File: src/rtl/axil_adder_pkg.sv
// Shared constants for the multi-channel AXI4-Lite adder.
// Register offsets are word offsets inside a 16-byte channel window
// (address bits [3:2]). STATUS sits at a fixed byte address.
package axil_adder_pkg;

    localparam logic [1:0] A_OFF    = 2'd0;  // byte +0x0
    localparam logic [1:0] B_OFF    = 2'd1;  // byte +0x4
    localparam logic [1:0] CTRL_OFF = 2'd2;  // byte +0x8
    localparam logic [1:0] RES_OFF  = 2'd3;  // byte +0xC

    localparam logic [7:0] STATUS_ADDR = 8'h80;

    localparam logic [1:0] MODE_ADD  = 2'b00;
    localparam logic [1:0] MODE_SUB  = 2'b01;
    localparam logic [1:0] MODE_ACC  = 2'b10;
    localparam logic [1:0] MODE_RSVD = 2'b11;

    localparam logic [1:0] RESP_OKAY   = 2'b00;
    localparam logic [1:0] RESP_SLVERR = 2'b10;

endpackage

File: src/rtl/adder_channel.sv
// One adder channel: operand registers A/B, mode, result, carry and done.
// Ports:
//   clk, rst_n      clock, synchronous active-low reset
//   wr_en           legal write to this channel (already filtered by the top)
//   wr_off          word offset of the write (A, B or CTRL)
//   wdata, wstrb    write data and byte strobes
//   clear_done      STATUS read accepted this cycle
//   a, b, mode,
//   result, carry,
//   done            register read-back
module adder_channel
    import axil_adder_pkg::*;
#(
    parameter int unsigned DATA_WIDTH = 32
) (
    input  logic                    clk,
    input  logic                    rst_n,
    input  logic                    wr_en,
    input  logic [1:0]              wr_off,
    input  logic [DATA_WIDTH-1:0]   wdata,
    input  logic [DATA_WIDTH/8-1:0] wstrb,
    input  logic                    clear_done,
    output logic [DATA_WIDTH-1:0]   a,
    output logic [DATA_WIDTH-1:0]   b,
    output logic [1:0]              mode,
    output logic [DATA_WIDTH-1:0]   result,
    output logic                    carry,
    output logic                    done
);

    logic [DATA_WIDTH-1:0] a_q, b_q, result_q;
    logic [1:0]            mode_q;
    logic                  carry_q, done_q, start_q;
    logic [DATA_WIDTH:0]   sum;
    logic                  start_wr;

    // Top bit of sum is the carry (add/acc) or borrow (sub) out of the MSB.
    always_comb begin
        sum = '0;
        case (mode_q)
            MODE_ADD: sum = {1'b0, a_q} + {1'b0, b_q};
            MODE_SUB: sum = {1'b0, a_q} - {1'b0, b_q};
            MODE_ACC: sum = {1'b0, result_q} + {1'b0, a_q};
            default:  sum = '0;
        endcase
    end

    assign start_wr = wr_en && (wr_off == CTRL_OFF) && wdata[0];

    always_ff @(posedge clk) begin
        if (!rst_n) begin
            a_q      <= '0;
            b_q      <= '0;
            result_q <= '0;
            mode_q   <= '0;
            carry_q  <= 1'b0;
            done_q   <= 1'b0;
            start_q  <= 1'b0;
        end else begin
            start_q <= start_wr;
            if (wr_en) begin
                case (wr_off)
                    A_OFF: begin
                        for (int i = 0; i < DATA_WIDTH / 8; i++)
                            if (wstrb[i]) a_q[8*i +: 8] <= wdata[8*i +: 8];
                    end
                    B_OFF: begin
                        for (int i = 0; i < DATA_WIDTH / 8; i++)
                            if (wstrb[i]) b_q[8*i +: 8] <= wdata[8*i +: 8];
                    end
                    CTRL_OFF: mode_q <= wdata[2:1];
                    default: ;
                endcase
            end
            // Compute lands one edge after START acceptance.
            if (start_q) begin
                result_q <= sum[DATA_WIDTH-1:0];
                carry_q  <= sum[DATA_WIDTH];
            end
            // A completing compute beats a same-cycle STATUS read-clear.
            if (start_q) done_q <= 1'b1;
            else if (start_wr || clear_done) done_q <= 1'b0;
        end
    end

    assign a      = a_q;
    assign b      = b_q;
    assign mode   = mode_q;
    assign result = result_q;
    assign carry  = carry_q;
    assign done   = done_q;

endmodule

File: src/rtl/axil_multi_adder.sv
// AXI4-Lite slave exposing NUM_CH adder channels (16 bytes each from 0x00)
// and a STATUS register at 0x80 (DONE in [NUM_CH-1:0], CARRY in [8+NUM_CH-1:8]).
// Ports: s1_axi_aclk/s1_axi_aresetn clock and synchronous active-low reset;
// standard AXI4-Lite AW, W, B, AR and R channels on the s1_axi_ prefix.
module axil_multi_adder
    import axil_adder_pkg::*;
#(
    parameter int unsigned DATA_WIDTH = 32,
    parameter int unsigned ADDR_WIDTH = 8,
    parameter int unsigned NUM_CH     = 4
) (
    input  logic                    s1_axi_aclk,
    input  logic                    s1_axi_aresetn,
    input  logic [ADDR_WIDTH-1:0]   s1_axi_awaddr,
    input  logic                    s1_axi_awvalid,
    output logic                    s1_axi_awready,
    input  logic [DATA_WIDTH-1:0]   s1_axi_wdata,
    input  logic [DATA_WIDTH/8-1:0] s1_axi_wstrb,
    input  logic                    s1_axi_wvalid,
    output logic                    s1_axi_wready,
    output logic [1:0]              s1_axi_bresp,
    output logic                    s1_axi_bvalid,
    input  logic                    s1_axi_bready,
    input  logic [ADDR_WIDTH-1:0]   s1_axi_araddr,
    input  logic                    s1_axi_arvalid,
    output logic                    s1_axi_arready,
    output logic [DATA_WIDTH-1:0]   s1_axi_rdata,
    output logic [1:0]              s1_axi_rresp,
    output logic                    s1_axi_rvalid,
    input  logic                    s1_axi_rready
);

    localparam int unsigned           CW        = ADDR_WIDTH - 4;
    localparam logic [CW-1:0]         NUM_CH_W  = CW'(NUM_CH);
    localparam logic [ADDR_WIDTH-1:0] STATUS_A  = ADDR_WIDTH'(STATUS_ADDR);

    logic                  bvalid_q, rvalid_q;
    logic [1:0]            bresp_q, rresp_q;
    logic [DATA_WIDTH-1:0] rdata_q;

    logic                  wr_fire, rd_fire, clear_done;
    logic [CW-1:0]         w_ch, r_ch;
    logic [1:0]            w_off, r_off;
    logic                  w_ch_hit, r_ch_hit, r_status;
    logic                  w_en_ok;
    logic [1:0]            w_resp, r_resp;
    logic [DATA_WIDTH-1:0] r_data, status;

    logic [NUM_CH-1:0]     ch_wr_en, ch_carry, ch_done;
    logic [DATA_WIDTH-1:0] ch_a      [NUM_CH];
    logic [DATA_WIDTH-1:0] ch_b      [NUM_CH];
    logic [DATA_WIDTH-1:0] ch_result [NUM_CH];
    logic [1:0]            ch_mode   [NUM_CH];

    logic unused_addr;
    assign unused_addr = ^{s1_axi_awaddr[1:0], s1_axi_araddr[1:0]};

    // Readies are held low while reset is asserted so nothing is accepted then.
    assign wr_fire = s1_axi_aresetn && s1_axi_awvalid && s1_axi_wvalid && !bvalid_q;
    assign rd_fire = s1_axi_aresetn && s1_axi_arvalid && !rvalid_q;
    assign s1_axi_awready = wr_fire;
    assign s1_axi_wready  = wr_fire;
    assign s1_axi_arready = s1_axi_aresetn && !rvalid_q;

    // Write decode
    assign w_ch     = s1_axi_awaddr[ADDR_WIDTH-1:4];
    assign w_off    = s1_axi_awaddr[3:2];
    assign w_ch_hit = (w_ch < NUM_CH_W);

    always_comb begin
        w_resp  = RESP_SLVERR;
        w_en_ok = 1'b0;
        if (w_ch_hit) begin
            case (w_off)
                A_OFF, B_OFF: begin
                    w_resp  = RESP_OKAY;
                    w_en_ok = 1'b1;
                end
                CTRL_OFF: begin
                    // Without wstrb[0] the CTRL write is a silent no-op.
                    if (!s1_axi_wstrb[0]) begin
                        w_resp = RESP_OKAY;
                    end else if (s1_axi_wdata[2:1] != MODE_RSVD) begin
                        w_resp  = RESP_OKAY;
                        w_en_ok = 1'b1;
                    end
                end
                default: ;
            endcase
        end
    end

    // Read decode
    assign r_ch       = s1_axi_araddr[ADDR_WIDTH-1:4];
    assign r_off      = s1_axi_araddr[3:2];
    assign r_ch_hit   = (r_ch < NUM_CH_W);
    assign r_status   = ({s1_axi_araddr[ADDR_WIDTH-1:2], 2'b00} == STATUS_A);
    assign clear_done = rd_fire && r_status;

    always_comb begin
        status = '0;
        for (int c = 0; c < NUM_CH; c++) begin
            status[c]     = ch_done[c];
            status[8 + c] = ch_carry[c];
        end
    end

    always_comb begin
        r_data = '0;
        r_resp = RESP_SLVERR;
        if (r_status) begin
            r_data = status;
            r_resp = RESP_OKAY;
        end else if (r_ch_hit) begin
            r_resp = RESP_OKAY;
            for (int c = 0; c < NUM_CH; c++) begin
                if (r_ch == CW'(c)) begin
                    case (r_off)
                        A_OFF:    r_data = ch_a[c];
                        B_OFF:    r_data = ch_b[c];
                        CTRL_OFF: r_data = {{(DATA_WIDTH-3){1'b0}}, ch_mode[c], 1'b0};
                        default:  r_data = ch_result[c];
                    endcase
                end
            end
        end
    end

    always_ff @(posedge s1_axi_aclk) begin
        if (!s1_axi_aresetn) begin
            bvalid_q <= 1'b0;
            bresp_q  <= RESP_OKAY;
            rvalid_q <= 1'b0;
            rresp_q  <= RESP_OKAY;
            rdata_q  <= '0;
        end else begin
            if (wr_fire) begin
                bvalid_q <= 1'b1;
                bresp_q  <= w_resp;
            end else if (s1_axi_bready) begin
                bvalid_q <= 1'b0;
            end
            if (rd_fire) begin
                rvalid_q <= 1'b1;
                rdata_q  <= r_data;
                rresp_q  <= r_resp;
            end else if (s1_axi_rready) begin
                rvalid_q <= 1'b0;
            end
        end
    end

    assign s1_axi_bvalid = bvalid_q;
    assign s1_axi_bresp  = bresp_q;
    assign s1_axi_rvalid = rvalid_q;
    assign s1_axi_rresp  = rresp_q;
    assign s1_axi_rdata  = rdata_q;

    for (genvar g = 0; g < NUM_CH; g++) begin : g_ch
        assign ch_wr_en[g] = wr_fire && w_en_ok && (w_ch == CW'(g));

        adder_channel #(
            .DATA_WIDTH (DATA_WIDTH)
        ) u_ch (
            .clk        (s1_axi_aclk),
            .rst_n      (s1_axi_aresetn),
            .wr_en      (ch_wr_en[g]),
            .wr_off     (w_off),
            .wdata      (s1_axi_wdata),
            .wstrb      (s1_axi_wstrb),
            .clear_done (clear_done),
            .a          (ch_a[g]),
            .b          (ch_b[g]),
            .mode       (ch_mode[g]),
            .result     (ch_result[g]),
            .carry      (ch_carry[g]),
            .done       (ch_done[g])
        );
    end

endmodule

File: config.mk
export PLATFORM = sky130hd
export DESIGN_NAME = axil_multi_adder
export DESIGN_NICKNAME = d
export VERILOG_FILES = /design/src/rtl/axil_adder_pkg.sv /design/src/rtl/adder_channel.sv /design/src/rtl/axil_multi_adder.sv
export SDC_FILE = /design/constraint.sdc
export NUM_CORES = 2
export LEC_CHECK = 0
export ABC_AREA = 1
export CELL_PAD_IN_SITES_DETAIL_PLACEMENT = 1
export CELL_PAD_IN_SITES_GLOBAL_PLACEMENT = 1
export CORE_AREA = 2 2 272 274
export DETAILED_ROUTE_END_ITERATION = 12
export DIE_AREA = 0 0 274 276
export PLACE_DENSITY_LB_ADDON = 0.1
export REMOVE_ABC_BUFFERS = 1
export SLEW_MARGIN = 10
export SYNTH_ARGS = -nofsm -noshare
export SYNTH_HDL_FRONTEND = slang
export SYNTH_HIERARCHICAL = 1
export SYNTH_SLANG_ARGS = --single-unit
File: constraint.sdc
create_clock -name s1_axi_aclk -period 4.6 [get_ports s1_axi_aclk]
set_input_delay 0.46 -clock s1_axi_aclk [delete_from_list [all_inputs] [get_ports s1_axi_aclk]]
set_output_delay 0.46 -clock s1_axi_aclk [all_outputs]
set_load 0.01 [all_outputs]
# Word-level counts from Yosys, hierarchy flattened
# Index checks and enable logic that the tools add are counted.
# W data, S select, Z words.
# word_totals
mem_count	0
reg_bits	442
rom_bits	0
inputBits	59
latchBits	0
elab_cells	204
ram_bits	0
out_inout_bits	41
# classes
n_mul	0
n_shift	0
muxes	36
div	0
n_reduce_logical	77
addsub	12
n_eq_ne	20
n_lt_le_gt_ge	2
bitwise	0
# op_table
cell	n
$pmux W33 S3	4
$pmux W32 S3	4
$add A32 B32 Y33	8
$mux W32	6
$sub A32 B32 Y33	4
$reduce_and A3 Y1	32
$logic_and A1 B1 Y1	20
$eq A4 B2 Y1 const B	4
$mux W1	15
$eq A2 B1 Y1 const B	6
$eq A2 B2 Y1 const B	6
$logic_not A2 Y1	6
$reduce_bool A2 Y1	6
$mux W2	5
$eq A4 B1 Y1 const B	2
$logic_not A4 Y1	2
$lt A4 B3 Y1 const B	2
$reduce_and A2 Y1	4
$eq A6 B6 Y1 const B	1
$logic_or A1 B1 Y1	4
$pmux W2 S2	1
$logic_not A1 Y1	2
$ne A2 B2 Y1 const B	1
$pmux W1 S2	1
$reduce_or A2 Y1	1

# Depth between registers and ports, before layout
# depth
ltp_word	12
depth_mapped	24
depth_no_buf	24

# By module
# Netlist, hierarchy kept.
# modules_own_cells
module	seq_area_each_um2	n_inst	cells_each	area_per_inst_um2
adder_channel at g_ch[1].u_ch ...	2021.9	2	1251	7429.6
adder_channel at g_ch[0].u_ch	2021.9	1	1241	7547.2
adder_channel at g_ch[3].u_ch	2021.9	1	1239	7457.2
axil_multi_adder	720.7	1	923	4757.1

# Worst setup path after synthesis
# Ideal clock, no wire load.
# synth_path
path_kind	reg2reg
start	register g_ch[0].u_ch.mode_q[0]
end	register g_ch[0].u_ch.result_q[14]
n_path_buf	3
period_less_slack_ns	2.936
required_ns	4.468
stages_incl_launch_ff	17
arrival_time_ns	2.804
setup_ns	0.132
setup_slack_ns	1.664
path_cell_list	dfxtp_1 > inv_1 > ha_1 > clkbuf_1 > buf_2 > buf_1 > a21oi_1 > fa_1 > nand2_1 > nand2_1 > nand3_1 > nand2_1 > nand2_1 > nand2_2 > or2_2 > nand3_1 > a21oi_1
# synth_between
elab_chain_len	2
elab_cells_between_ends	4
# synth_lines
element	line_no	text
start: declaration	adder_channel.sv:32	logic [1:0] mode_q;
start signal: assignment	adder_channel.sv:71	CTRL_OFF: mode_q <= wdata[2:1];
$eq A2 B2 Y1 (tied with other cells)	adder_channel.sv:40	case (mode_q)
$pmux W33 S3 *	adder_channel.sv:40	
end signal: assignment	adder_channel.sv:77	result_q <= sum[DATA_WIDTH-1:0];
end: declaration	adder_channel.sv:31	logic [DATA_WIDTH-1:0] a_q, b_q, result_q;
# Every way passes the cells marked *; elsewhere a longest branch is shown, timed or not.
# A chain may end at the register's enable or synchronous reset.

# Worst setup path after layout
# layout_path
start	register g_ch[2].u_ch.mode_q[0]
end	register g_ch[2].u_ch.result_q[14]
# layout_between
elab_chain_len	2
elab_cells_between_ends	4
# layout_lines
element	line_no
start: declaration	adder_channel.sv:32
start signal: assignment	adder_channel.sv:71
$eq A2 B2 Y1 (tied with other cells)	adder_channel.sv:40
$pmux W33 S3 *	adder_channel.sv:40
end signal: assignment	adder_channel.sv:77
end: declaration	adder_channel.sv:31
# Marks and branches as above.

==> summary.md <==
| Metric | Value |
|---|---|
| Synthesized area per cell | `5.86 sq um` |
| Global-route congestion overflow total | `0` |
| Largest net degree at the start of global routing | `179` |
| Largest family of logic cells by synthesized area | `simple AND/OR/NAND/NOR gates` |
| Mux cell area share after synthesis | `0` |
| Clock tree from TritonCTS | `done` |
| Data arrival time of the critical path | `4440 ps` |
| Layout overhead on the synthesized area | `10.9%` |
| Portion of total power attributed to the clock network | `0.527` |
| Dominant register cell in the synthesized netlist | `sky130_fd_sc_hd__dfxtp_1` |
| Reg2reg start | `g_ch[2].u_ch/mode[0]` |
| Number of hold violations in the final report | `0` |
| CP cell instances | `inv_1 -> ha_1 -> inv_1 -> nand3_1 -> o21ai_0 -> ha_1 -> fa_1 -> nand2_1 -> nand2_1 -> nand3_1 -> nand2_1 -> nand2_1 -> nand2_1 -> a21oi_1 -> o21ai_0 -> a21oi_1` |
| Period Utilization, post-route | `0.844` |
| Drt drc | `0` |
| Clock buffer count from CTS | `54` |
| Root buffer cell | `sky130_fd_sc_hd__clkbuf_16` |
| Count of final setup violators | `0` |
| Post-synthesis share of cell area spent on xor and xnor gates | `0` |
| Routability congestion estimate from global placement | `1.08` |
| Max FO, Critical Path | `19` |
| Max-capacitance violation count | `0` |
| Largest incremental delay on the critical path | `690 ps` |
| Share of the synthesized area in compound gates (AO/OA/AOI/OAI) | `0.208` |
| Min-Delay Startpoint | `s1_axi_aresetn` |
| Routed len/inst | `23.7 microns` |
| IR drop worst, VDD | `0.335 mV` |
| Flop-to-flop setup slack | `720 ps` |
| Number of DRC violations after detailed-routing iteration 0 | `4788` |
| Cts-stage hold buffer count | `0` |
| Multi-input gate area in the final layout | `0.0220 sq mm` |
| Switching power as a share of total power | `0.255` |
| Setup tns final | `0 ps` |
| Post-CTS setup repair buffer count | `0` |
| Sequential share of power | `0.404` |
| Library cell contributing the largest single delay on the critical path | `sky130_fd_sc_hd__ha_1` |
| Measured slew at the worst slew-check pin | `1120 ps` |
| Number of synthesized register bits | `440` |
| Die W | `274 microns` |
| Most used cell, CP | `sky130_fd_sc_hd__nand2_1` |
| Max Buffers Root-to-Sink | `3` |
| Simple logic cell fraction of the synthesized area | `0.370` |
| Initial core utilization | `0.477` |
| Tightest slew margin relative to the limit | `0.249` |
| Number of top-level pins | `100` |
| Number of vias per cell | `6.03` |
| Internal Power | `7.05 mW` |
| Status | `finished clean` |
| Antenna violations before repair | `4` |
| Count of input and output buffers | `93` |
| Pins over their slew limit | `0` |
| Post-synth design cell area | `0.0346 sq mm` |
| Total number of vias | `41700` |
| Bufs and invs on worst path | `2` |
| Synthesized instance count | `5905` |
| P_sw | `2.41 mW` |
| End point of the most critical hold path | `g_ch[1].u_ch/a[30]` |
| Count of distinct cell types in the synthesized netlist | `59` |
| Clock period minus worst slack | `3880 ps` |
| Routed wire length | `164000 microns` |
| Row count | `99` |
| Asr flop ratio synth | `0` |
| Global-route wire length before repair | `245000 microns` |
| Cell type group with the largest total delay on the critical path | `adder cells` |
| Max Fclk | `258 MHz` |
| Total half-perimeter wirelength after legalization and detailed placement | `123000 microns` |
| Unrepaired setup endpoints after global routing | `no` |
| Die height | `276 microns` |
| Die ar. | `0.0756 sq mm` |
| Latest clock arrival within the worst-skew pair | `640 ps` |
| Resized cells post-CTS | `0` |
| Reg2Reg Capture Point | `g_ch[2].u_ch/result[14]` |
| Global-route total usage across every layer | `0.420` |
| Ys Warns | `6` |
| Fraction of final layout cells sized beyond drive strength 1 | `0.0674` |
| FILL cells | `10321` |
| Net count reported at finish | `6121` |
| Via count of the first global-routing pass | `40273` |
| Hold WS | `179 ps` |
| Tightest Hold Check Type | `in -> reg` |
| Worst setup path class | `reg -> reg` |
| Layout Cell Area excl Fill | `0.0384 sq mm` |
| First-pass detailed-route iteration total | `7` |
| Number of enable flip-flop cells after synthesis | `0` |
| Worst Skew | `29.0 ps` |
| # H-tree levels | `2` |
| Depth of the worst hold-timing path | `3` |
| Leakage power | `19.2 nW` |
| Worst Path Required | `5150 ps` |
| Proportion of power drawn by combinational gates | `0.068` |
| Clock sink count | `440` |
| R2R depth | `16` |
| PwrDens | `246 mW/mm^2` |
| Category of the worst setup path launch point | `flop` |
| Type of element capturing the critical path | `flop` |
| Post-Place Cell Area | `0.0363 sq mm` |
| Clock-pin transition on the worst setup and hold timing paths | `60 ps` |
| Post-synthesis adder-cell area fraction | `0.0558` |
| Sequential fraction of the synthesis area | `0.254` |
| Storage cell area | `0.00881 sq mm` |
| Placeable core area | `0.0726 sq mm` |
| Post-DRT Antenna Nets | `0` |
stage by stage:
stage	total power [mW]	instances	util	setup WS (ps)
floorplan	4.12	5705	-	876
global placement	4.50	6813	0.501	922
detailed placement	4.51	6813	0.501	763
CTS	9.44	6911	0.529	827
global route	9.63	6911	0.529	451
finish	9.46	6914	0.529	718
tightest hold or removal path, delay by kind of cell:
kind / cells / cell delay (ps)
simple gates: 1 / 40
buf+inv: 1 / 150
compound gates: 1 / 100
cell families after synthesis:
group	count (synthesis)
other	1
DFF	440
AOI/OAI and AO/OA	1312
buffers and inverters	989
and+or+nand+nor	3011
adders and majority gates	152
power by group through the flow:
stage	Clock (mW)	Sequential, mW	Combinational, mW
finish	4.99	3.82	0.647
global placement	0	3.91	0.598
global route	5.15	3.82	0.654
detailed placement	0	3.91	0.605
floorplan	0	3.91	0.214
CTS	5.01	3.82	0.609
cell usage in the layout (no fill, tap or decap), types with 29 or more instances in the layout:
| cell | n |
|---|---|
| sky130_fd_sc_hd__clkbuf_16 | 57 |
| sky130_fd_sc_hd__inv_1 | 713 |
| sky130_fd_sc_hd__nor2_2 | 32 |
| sky130_fd_sc_hd__nor3_1 | 29 |
| sky130_fd_sc_hd__a22oi_1 | 71 |
| sky130_fd_sc_hd__buf_4 | 53 |
| sky130_fd_sc_hd__nand2_1 | 1714 |
| sky130_fd_sc_hd__a21oi_1 | 671 |
| sky130_fd_sc_hd__nor2_4 | 29 |
| sky130_fd_sc_hd__o21ai_1 | 41 |
| sky130_fd_sc_hd__clkdlybuf4s50_1 | 91 |
| sky130_fd_sc_hd__ha_1 | 146 |
| sky130_fd_sc_hd__nor2_1 | 644 |
| sky130_fd_sc_hd__nand3_1 | 382 |
| sky130_fd_sc_hd__inv_2 | 59 |
| sky130_fd_sc_hd__dfxtp_1 | 440 |
| sky130_fd_sc_hd__nand4_1 | 48 |
| sky130_fd_sc_hd__o21ai_0 | 393 |
| sky130_fd_sc_hd__nand2_2 | 38 |
area by class of cell:
cell class | instances | share of cell area
clock inverters | 22 | 0.0105
flip-flops and latches | 440 | 0.230
well taps | 959 | 0.0313
repair buffers | 149 | 0.0361
diodes | 3 | 0.000196
inverters | 788 | 0.0773
clock buffers | 76 | 0.0427
multi-input cells | 4477 | 0.572
per-layer routing:
layer	vias up	GRT usage	share of wire
met2	1968	0.634	0.42
met4	2	0.233	0.066
li1	19157	-	-
met5	-	0	0.000079
met1	20123	0.556	0.41
met3	450	0.0897	0.10
sequential cells by signal, indices dropped and copies added, names as in the netlist:
name and count:
g_ch.u_ch/a 128, g_ch.u_ch/b 128, g_ch.u_ch/carry 4, g_ch.u_ch/done 4
g_ch.u_ch/mode 8, g_ch.u_ch/result 128, g_ch.u_ch/start_q 4, s1_axi_bresp 1
s1_axi_bvalid 1, s1_axi_rdata 32, s1_axi_rresp 1, s1_axi_rvalid 1
worst max path at each step:
stage	start	endpoint	slack [ps]	cells after the start
2_1_floorplan	g_ch[0].u_ch/mode[0]	g_ch[0].u_ch/result[14]	880	16
5_1_grt	g_ch[2].u_ch/mode[0]	g_ch[2].u_ch/result[14]	450	16
4_1_cts	g_ch[2].u_ch/mode[0]	g_ch[2].u_ch/result[14]	830	16
3_5_place_dp	s1_axi_awvalid	g_ch[0].u_ch/a[8]	760	13
3_3_place_gp	s1_axi_awvalid	g_ch[0].u_ch/a[5]	920	13
6_report	g_ch[2].u_ch/mode[0]	g_ch[2].u_ch/result[14]	720	16
Yosys cell counts (12+ instances only):
cell                       count  area [sq um]
sky130_fd_sc_hd__nand2_2      38           238
sky130_fd_sc_hd__a21oi_1     671          3360
sky130_fd_sc_hd__a22oi_2      16           200
sky130_fd_sc_hd__nor3_1       29           145
sky130_fd_sc_hd__nor2_2       33           206
sky130_fd_sc_hd__o21bai_1     12          90.1
sky130_fd_sc_hd__inv_1       713          2680
sky130_fd_sc_hd__nand4_1      48           300
sky130_fd_sc_hd__inv_2        59           221
sky130_fd_sc_hd__a22oi_1      71           533
sky130_fd_sc_hd__nand2_1    1714          6430
sky130_fd_sc_hd__a21o_1       12          90.1
sky130_fd_sc_hd__nand3b_1     22           165
sky130_fd_sc_hd__o21ai_1      41           205
sky130_fd_sc_hd__o21ai_0     393          1970
sky130_fd_sc_hd__or2_2        19           119
sky130_fd_sc_hd__nand3_1     382          1910
sky130_fd_sc_hd__o211ai_1     15           113
sky130_fd_sc_hd__buf_1        14          52.6
sky130_fd_sc_hd__clkbuf_1    120           450
sky130_fd_sc_hd__nor2_4       28           315
sky130_fd_sc_hd__o221ai_1     19           166
sky130_fd_sc_hd__buf_2        54           270
sky130_fd_sc_hd__o22ai_1      17           106
sky130_fd_sc_hd__ha_1        148          1850
sky130_fd_sc_hd__nor2_1      644          2420
sky130_fd_sc_hd__dfxtp_1     440          8810
Power figures use the tool's default switching activity.
